<file path="src/rtl/serial_addsub_seq_if.sv">
// Handshake and operand/result bundle for serial_addsub_seq.
//   start  controller -> sequencer  request, taken only while busy is low
//   a, b   controller -> sequencer  W-bit operands, captured with start
//   m      controller -> sequencer  0 = a+b, 1 = a-b
//   busy   sequencer -> controller  nibbles in flight
//   done   sequencer -> controller  one-cycle completion pulse
//   s      sequencer -> controller  W-bit result, held until next completion
//   cout   sequencer -> controller  final carry (for subtract: 1 = no borrow)
//   ovf    sequencer -> controller  signed overflow of s
interface serial_addsub_seq_if #(
  parameter int NIBBLES = 4
);
  localparam int W = 4 * NIBBLES;

  logic         start;
  logic [W-1:0] a;
  logic [W-1:0] b;
  logic         m;
  logic         busy;
  logic         done;
  logic [W-1:0] s;
  logic         cout;
  logic         ovf;

  modport master (
    output start, a, b, m,
    input  busy, done, s, cout, ovf
  );

  modport slave (
    input  start, a, b, m,
    output busy, done, s, cout, ovf
  );
endinterface

</file>
<file path="src/rtl/serial_addsub_seq.sv">
// Multi-precision add/subtract sequencer. A single 4-bit add slice with
// carry-in is reused across the nibbles of a W = 4*NIBBLES operand pair,
// LSB nibble first, one nibble per clock; the carry is kept in a register.
// Ports:
//   clk_i  clock, rising edge
//   rst_i  synchronous active-high reset
//   bus    slave side of serial_addsub_seq_if (start/a/b/m in,
//          busy/done/s/cout/ovf out)
//
// state | meaning
// IDLE  | waiting for start
// RUN   | one nibble per cycle through the shared slice
// DONE  | result valid, done pulse; a new start goes straight back to RUN
module serial_addsub_seq #(
  parameter int NIBBLES = 4
) (
  input  logic                clk_i,
  input  logic                rst_i,
  serial_addsub_seq_if.slave  bus
);
  localparam int W  = 4 * NIBBLES;
  localparam int IW = (NIBBLES > 1) ? $clog2(NIBBLES) : 1;
  localparam logic [IW-1:0] LAST = IW'(NIBBLES - 1);

  typedef enum logic [1:0] {IDLE, RUN, DONE} state_t;

  state_t        state_q, state_d;
  logic [IW-1:0] idx_q, idx_d;
  logic          carry_q, carry_d;
  logic [W-1:0]  a_q, a_d;
  logic [W-1:0]  b_q, b_d;
  logic          m_q, m_d;
  logic [W-1:0]  acc_q, acc_d;
  logic [W-1:0]  s_q, s_d;
  logic          cout_q, cout_d;
  logic          ovf_q, ovf_d;

  logic [3:0]    nib_a;
  logic [3:0]    nib_b;
  logic [4:0]    sum5;
  logic [3:0]    low3;

  // Shared slice: subtract is a + ~b + 1, the +1 coming from carry seeded with m.
  always_comb begin
    nib_a = a_q[{idx_q, 2'b00} +: 4];
    nib_b = b_q[{idx_q, 2'b00} +: 4] ^ {4{m_q}};
    sum5  = {1'b0, nib_a} + {1'b0, nib_b} + {4'b0, carry_q};
    // Carry into the nibble's top bit; on the last nibble this is the carry into bit W-1.
    low3  = {1'b0, nib_a[2:0]} + {1'b0, nib_b[2:0]} + {3'b0, carry_q};
  end

  always_comb begin
    state_d = state_q;
    idx_d   = idx_q;
    carry_d = carry_q;
    a_d     = a_q;
    b_d     = b_q;
    m_d     = m_q;
    acc_d   = acc_q;
    s_d     = s_q;
    cout_d  = cout_q;
    ovf_d   = ovf_q;

    case (state_q)
      IDLE, DONE: begin
        if (bus.start) begin
          a_d     = bus.a;
          b_d     = bus.b;
          m_d     = bus.m;
          carry_d = bus.m;
          idx_d   = '0;
          state_d = RUN;
        end else begin
          state_d = IDLE;
        end
      end
      RUN: begin
        acc_d[{idx_q, 2'b00} +: 4] = sum5[3:0];
        carry_d = sum5[4];
        if (idx_q == LAST) begin
          // s is only written here so partial accumulations never show.
          s_d     = acc_d;
          cout_d  = sum5[4];
          ovf_d   = low3[3] ^ sum5[4];
          state_d = DONE;
        end else begin
          idx_d = idx_q + 1'b1;
        end
      end
      default: state_d = IDLE;
    endcase
  end

  always_ff @(posedge clk_i) begin
    if (rst_i) begin
      state_q <= IDLE;
      idx_q   <= '0;
      carry_q <= 1'b0;
      a_q     <= '0;
      b_q     <= '0;
      m_q     <= 1'b0;
      acc_q   <= '0;
      s_q     <= '0;
      cout_q  <= 1'b0;
      ovf_q   <= 1'b0;
    end else begin
      state_q <= state_d;
      idx_q   <= idx_d;
      carry_q <= carry_d;
      a_q     <= a_d;
      b_q     <= b_d;
      m_q     <= m_d;
      acc_q   <= acc_d;
      s_q     <= s_d;
      cout_q  <= cout_d;
      ovf_q   <= ovf_d;
    end
  end

  assign bus.busy = (state_q == RUN);
  assign bus.done = (state_q == DONE);
  assign bus.s    = s_q;
  assign bus.cout = cout_q;
  assign bus.ovf  = ovf_q;
endmodule
</file>
<file path="src/flat_wrapper.sv">
// flat-port wrapper written by rule: the top's interface ports become plain ports
module serial_addsub_seq_flat 
#(
  parameter int NIBBLES = 4
)
  (clk_i, rst_i, bus_start, bus_a, bus_b, bus_m, bus_busy, bus_done, bus_s, bus_cout, bus_ovf);
  serial_addsub_seq_if #(.NIBBLES(NIBBLES)) bus_i ();
  input  logic clk_i;
  input  logic rst_i;
  input wire logic [$bits(bus_i.start)-1:0] bus_start;
  input wire logic [$bits(bus_i.a)-1:0] bus_a;
  input wire logic [$bits(bus_i.b)-1:0] bus_b;
  input wire logic [$bits(bus_i.m)-1:0] bus_m;
  output wire logic [$bits(bus_i.busy)-1:0] bus_busy;
  output wire logic [$bits(bus_i.done)-1:0] bus_done;
  output wire logic [$bits(bus_i.s)-1:0] bus_s;
  output wire logic [$bits(bus_i.cout)-1:0] bus_cout;
  output wire logic [$bits(bus_i.ovf)-1:0] bus_ovf;
  assign bus_i.start = bus_start;
  assign bus_i.a = bus_a;
  assign bus_i.b = bus_b;
  assign bus_i.m = bus_m;
  assign bus_busy = bus_i.busy;
  assign bus_done = bus_i.done;
  assign bus_s = bus_i.s;
  assign bus_cout = bus_i.cout;
  assign bus_ovf = bus_i.ovf;
  serial_addsub_seq #(.NIBBLES(NIBBLES)) u_core (.clk_i(clk_i), .rst_i(rst_i), .bus(bus_i));
endmodule
</file>
<file path="config.mk">
export PLATFORM = sky130hd
export DESIGN_NAME = serial_addsub_seq_flat
export DESIGN_NICKNAME = d
export VERILOG_FILES = /design/src/rtl/serial_addsub_seq_if.sv /design/src/rtl/serial_addsub_seq.sv /design/src/flat_wrapper.sv
export SDC_FILE = /design/constraint.sdc
export NUM_CORES = 1
export LEC_CHECK = 0
export BUFFER_PORTS_ARGS = -buffer_cell sky130_fd_sc_hd__buf_2
export CORE_MARGIN = 1
export CORE_UTILIZATION = 50
export DETAILED_ROUTE_END_ITERATION = 8
export GPL_ROUTABILITY_DRIVEN = 1
export PLACE_DENSITY_LB_ADDON = 0.12
export SYNTH_ARGS = -nofsm -noshare
export SYNTH_HDL_FRONTEND = slang
export SYNTH_SLANG_ARGS = --single-unit
</file>
<file path="constraint.sdc">
create_clock -name clk_i -period 4.1 [get_ports clk_i]
set_input_delay 0.205 -clock clk_i [delete_from_list [all_inputs] [get_ports clk_i]]
set_output_delay 0.205 -clock clk_i [all_outputs]
set_load 0.02 [all_outputs]
</file>
==> impl_metrics.tcl <==
set metrics [dict create \
    setup-violations-final 0 \
    vias 2574 \
    track_usage_pct 21.9 \
    first_pass_iters 4 \
    path_buf_inv 0 \
    antenna_found_initial 0 \
    avgViaCountPerCell 5.25 \
    clk_pin_slew_ns 0.08 \
    p_leak_uw 0.00149 \
    placement.io_buffers 55 \
    htreeDepth 3 \
    fin_setup_tns_ns 0 \
    fin_nets 457 \
    reg2reg_setup_slack_ns 0.70 \
    wirelength_um 6720 \
    power_density_mw_per_mm2 433 \
    ant_nets 0 \
    crit_path_max_fanout 17 \
    root_buffer "clkbuf_8" \
    synth_area_leaders "dfxtp_1 46%, nand2_1 8.5%, a211oi_1 7.1%, a21oi_1 7.0%, mux4_2 5.7%" \
    syn_inst 365 \
    ys_seq_area_share_pct 45.5 \
    dpl_cell_area_mm2 0.00346 \
    r2r-end "u_core.bus.s[2]" \
    multi_input_area_mm2 0.00155 \
    finalCriticalPeriod_ns 3.40 \
    cts_buffers 9 \
    syn2layout_area_growth_pct 16.3 \
    avgSynthCellArea_um2 8.68 \
    rows 28 \
    clock_path_buffers 2 \
    dieArea_mm2 0.00666 \
    initial_utilization_pct 52.6 \
    hold_buffers 0 \
    dr.first_iter.drc_count 105 \
    final_area_mm2 0.00368 \
    holdCritStartpoint "bus_a[9]" \
    outcome "finished, final reports clean" \
    tightest_slew_ns 0.812 \
    regArea_mm2 0.00144 \
    cts_tree "done" \
    grt_max_degree 73 \
    hold_viol 0 \
    worstSetupStartpoint "u_core.idx_q[0]" \
    finalWeightedCongestion 0.761 \
    grt_pass1_vias 2294 \
    whs_ns 0.0812 \
    syn-cell-area_mm2 0.00317 \
    required_ns 4.35 \
    clock_latency_ns 0.35 \
    ios 56 \
    crit_chain "mux4_2, xnor2_1, fa_1, fa_1, xnor2_1, a22oi_1, a211oi_1" \
    synth_area_leader_cell "dfxtp_1" \
    clkSinkCount 72 \
    hold_class "input pin to register" \
    criticalPathCategory "register to register" \
    worst_setup_path_start_kind "register" \
    drv_slew 0 \
    hpwl_um 4390 \
    synth_cell_type_count 35 \
    ys.flop_type "dfxtp_1" \
    postCtsSetupBuffers 0 \
    die_h_um 81.6 \
    async_flop_share_pct 0 \
    critical-path-top-delay-family "adder cells" \
    fillers 584 \
    critPathSlowestCell "dfxtp_1" \
    hold_end "u_core.a_q[9]" \
    layout_setup_ws_ns 0.705 \
    crit_arrival_ns 3.64 \
    hold_depth 3 \
    ctsResizeCount 0 \
    die_w_um 81.6 \
    fmax_ghz 0.295 \
    synth_top_area_share_pct 45.5 \
    skew_ns 0.00819 \
    dp_slack_ns 0.715 \
    yosys_register_bits 72 \
    drive_above_1_share_pct 21.7 \
    rsz0062_at_grt "false" \
    syn-num-nets 412 \
    synth_warnings 0 \
    slowest_delay_ns 0.85 \
    n_antenna_cell 0 \
    grt_pass1_wl_um 10800 \
    synth-edff-count 0 \
    drc 0 \
    grt_overflow 0 \
    cap_violations 0 \
    slew_headroom_pct 45.8 \
    ir_drop_mv 0.361 \
    core_area_mm2 0.00603 \
    fin_crit_sh_pct 82.8 \
    r2r-start "u_core.idx_q[0]" \
    ff2ff_path_depth 7 \
    crit_path_end_kind "register" \
    wl_per_cell_um 13.7 \
]
worst max-delay path by stage:
stage,depth (start not counted),endpoint
4_1_cts,7,u_core.bus.s[2]
2_1_floorplan,8,u_core.bus.s[3]
3_5_place_dp,7,u_core.acc_q[14]
5_1_grt,7,u_core.bus.s[2]
6_report,7,u_core.bus.s[2]
3_3_place_gp,7,u_core.bus.s[10]
cell families after synthesis:
family | after synthesis | synth area share (%)
flops | 72 | 45.5
fa+ha+maj | 11 | 4.82
xor+xnor | 5 | 1.38
mux | 8 | 5.69
compound gates | 88 | 17.8
simple gates | 138 | 19.0
buf+inv | 43 | 5.81
cell usage in the layout (no fill, tap or decap), drive strengths merged:
master,count
clkinv,3
nand4bb,3
nand2,72
nor3b,2
a22oi,4
o32a,2
dfxtp,72
inv,16
a311oi,5
a21oi,45
fa,2
nor2b,5
clkbuf,10
a21boi,1
nand4b,1
buf,61
mux4,8
nand2b,2
and3b,1
or3,3
clkinvlp,1
nor2,43
and2,1
a211oi,30
xor2,3
ha,9
or2,1
xnor2,2
nand3,1
o21a,1
bufinv,2
nand3b,2
nor3,1
registers in the layout, summed over array words and instances, names as in the netlist:
register         cells
u_core.b_q          16
u_core.m_q           1
u_core.carry_q       1
u_core.bus.ovf       1
u_core.idx_q         2
u_core.state_q       2
u_core.a_q          16
u_core.bus.s        16
u_core.acc_q        16
u_core.bus.cout      1
worst min-delay path, cell delays in order:
cell and delay (ns):
buf_2 0.09, nand2_1 0.04, a21oi_1 0.05
per-stage QoR:
step / total power (uW) / cells / utilization [%]
after global routing: 1660 / 490 / 61.1
after floorplan: 929 / 365 / -
after CTS: 1610 / 490 / 61.1
after detailed placement: 990 / 474 / 57.5
after global placement: 984 / 474 / 57.5
final: 1600 / 490 / 61.1
final cells by class:
type | count | area share (%)
tap | 75 | 2.55
clock buffer | 10 | 3.74
inverter | 16 | 1.63
sequential | 72 | 39.1
clock inverter | 6 | 2.24
multi-input combinational | 250 | 42.0
timing repair buffer | 61 | 8.70
power breakdown:
group	total, uW	internal (uW)	switching, uW
sequential	762	736	25.5
combinational	213	89.3	124
clock	620	356	265
total	1600	1180	414
cell usage after synthesis (all sizes together) (4+ instances only):
| cell type | n |
|---|---|
| ha | 9 |
| a21oi | 45 |
| nor2 | 43 |
| a211oi | 30 |
| clkbuf | 17 |
| a22oi | 4 |
| buf | 10 |
| mux4 | 8 |
| inv | 16 |
| dfxtp | 72 |
| a311oi | 5 |
| nand2 | 72 |
| nor2b | 5 |
layer usage:
metal  GRT usage [%]  share of wire [%]  vias to the layer above  wire (um)
met5               0                  0                        -          0
met4            11.6                1.3                        0         89
met3            4.56                3.6                        8        245
met2            35.3                 48                       59       3200
met1            27.5                 47                     1167       3190
li1                -                  -                     1340          -
No activity file was read; power rests on OpenSTA's default activity.
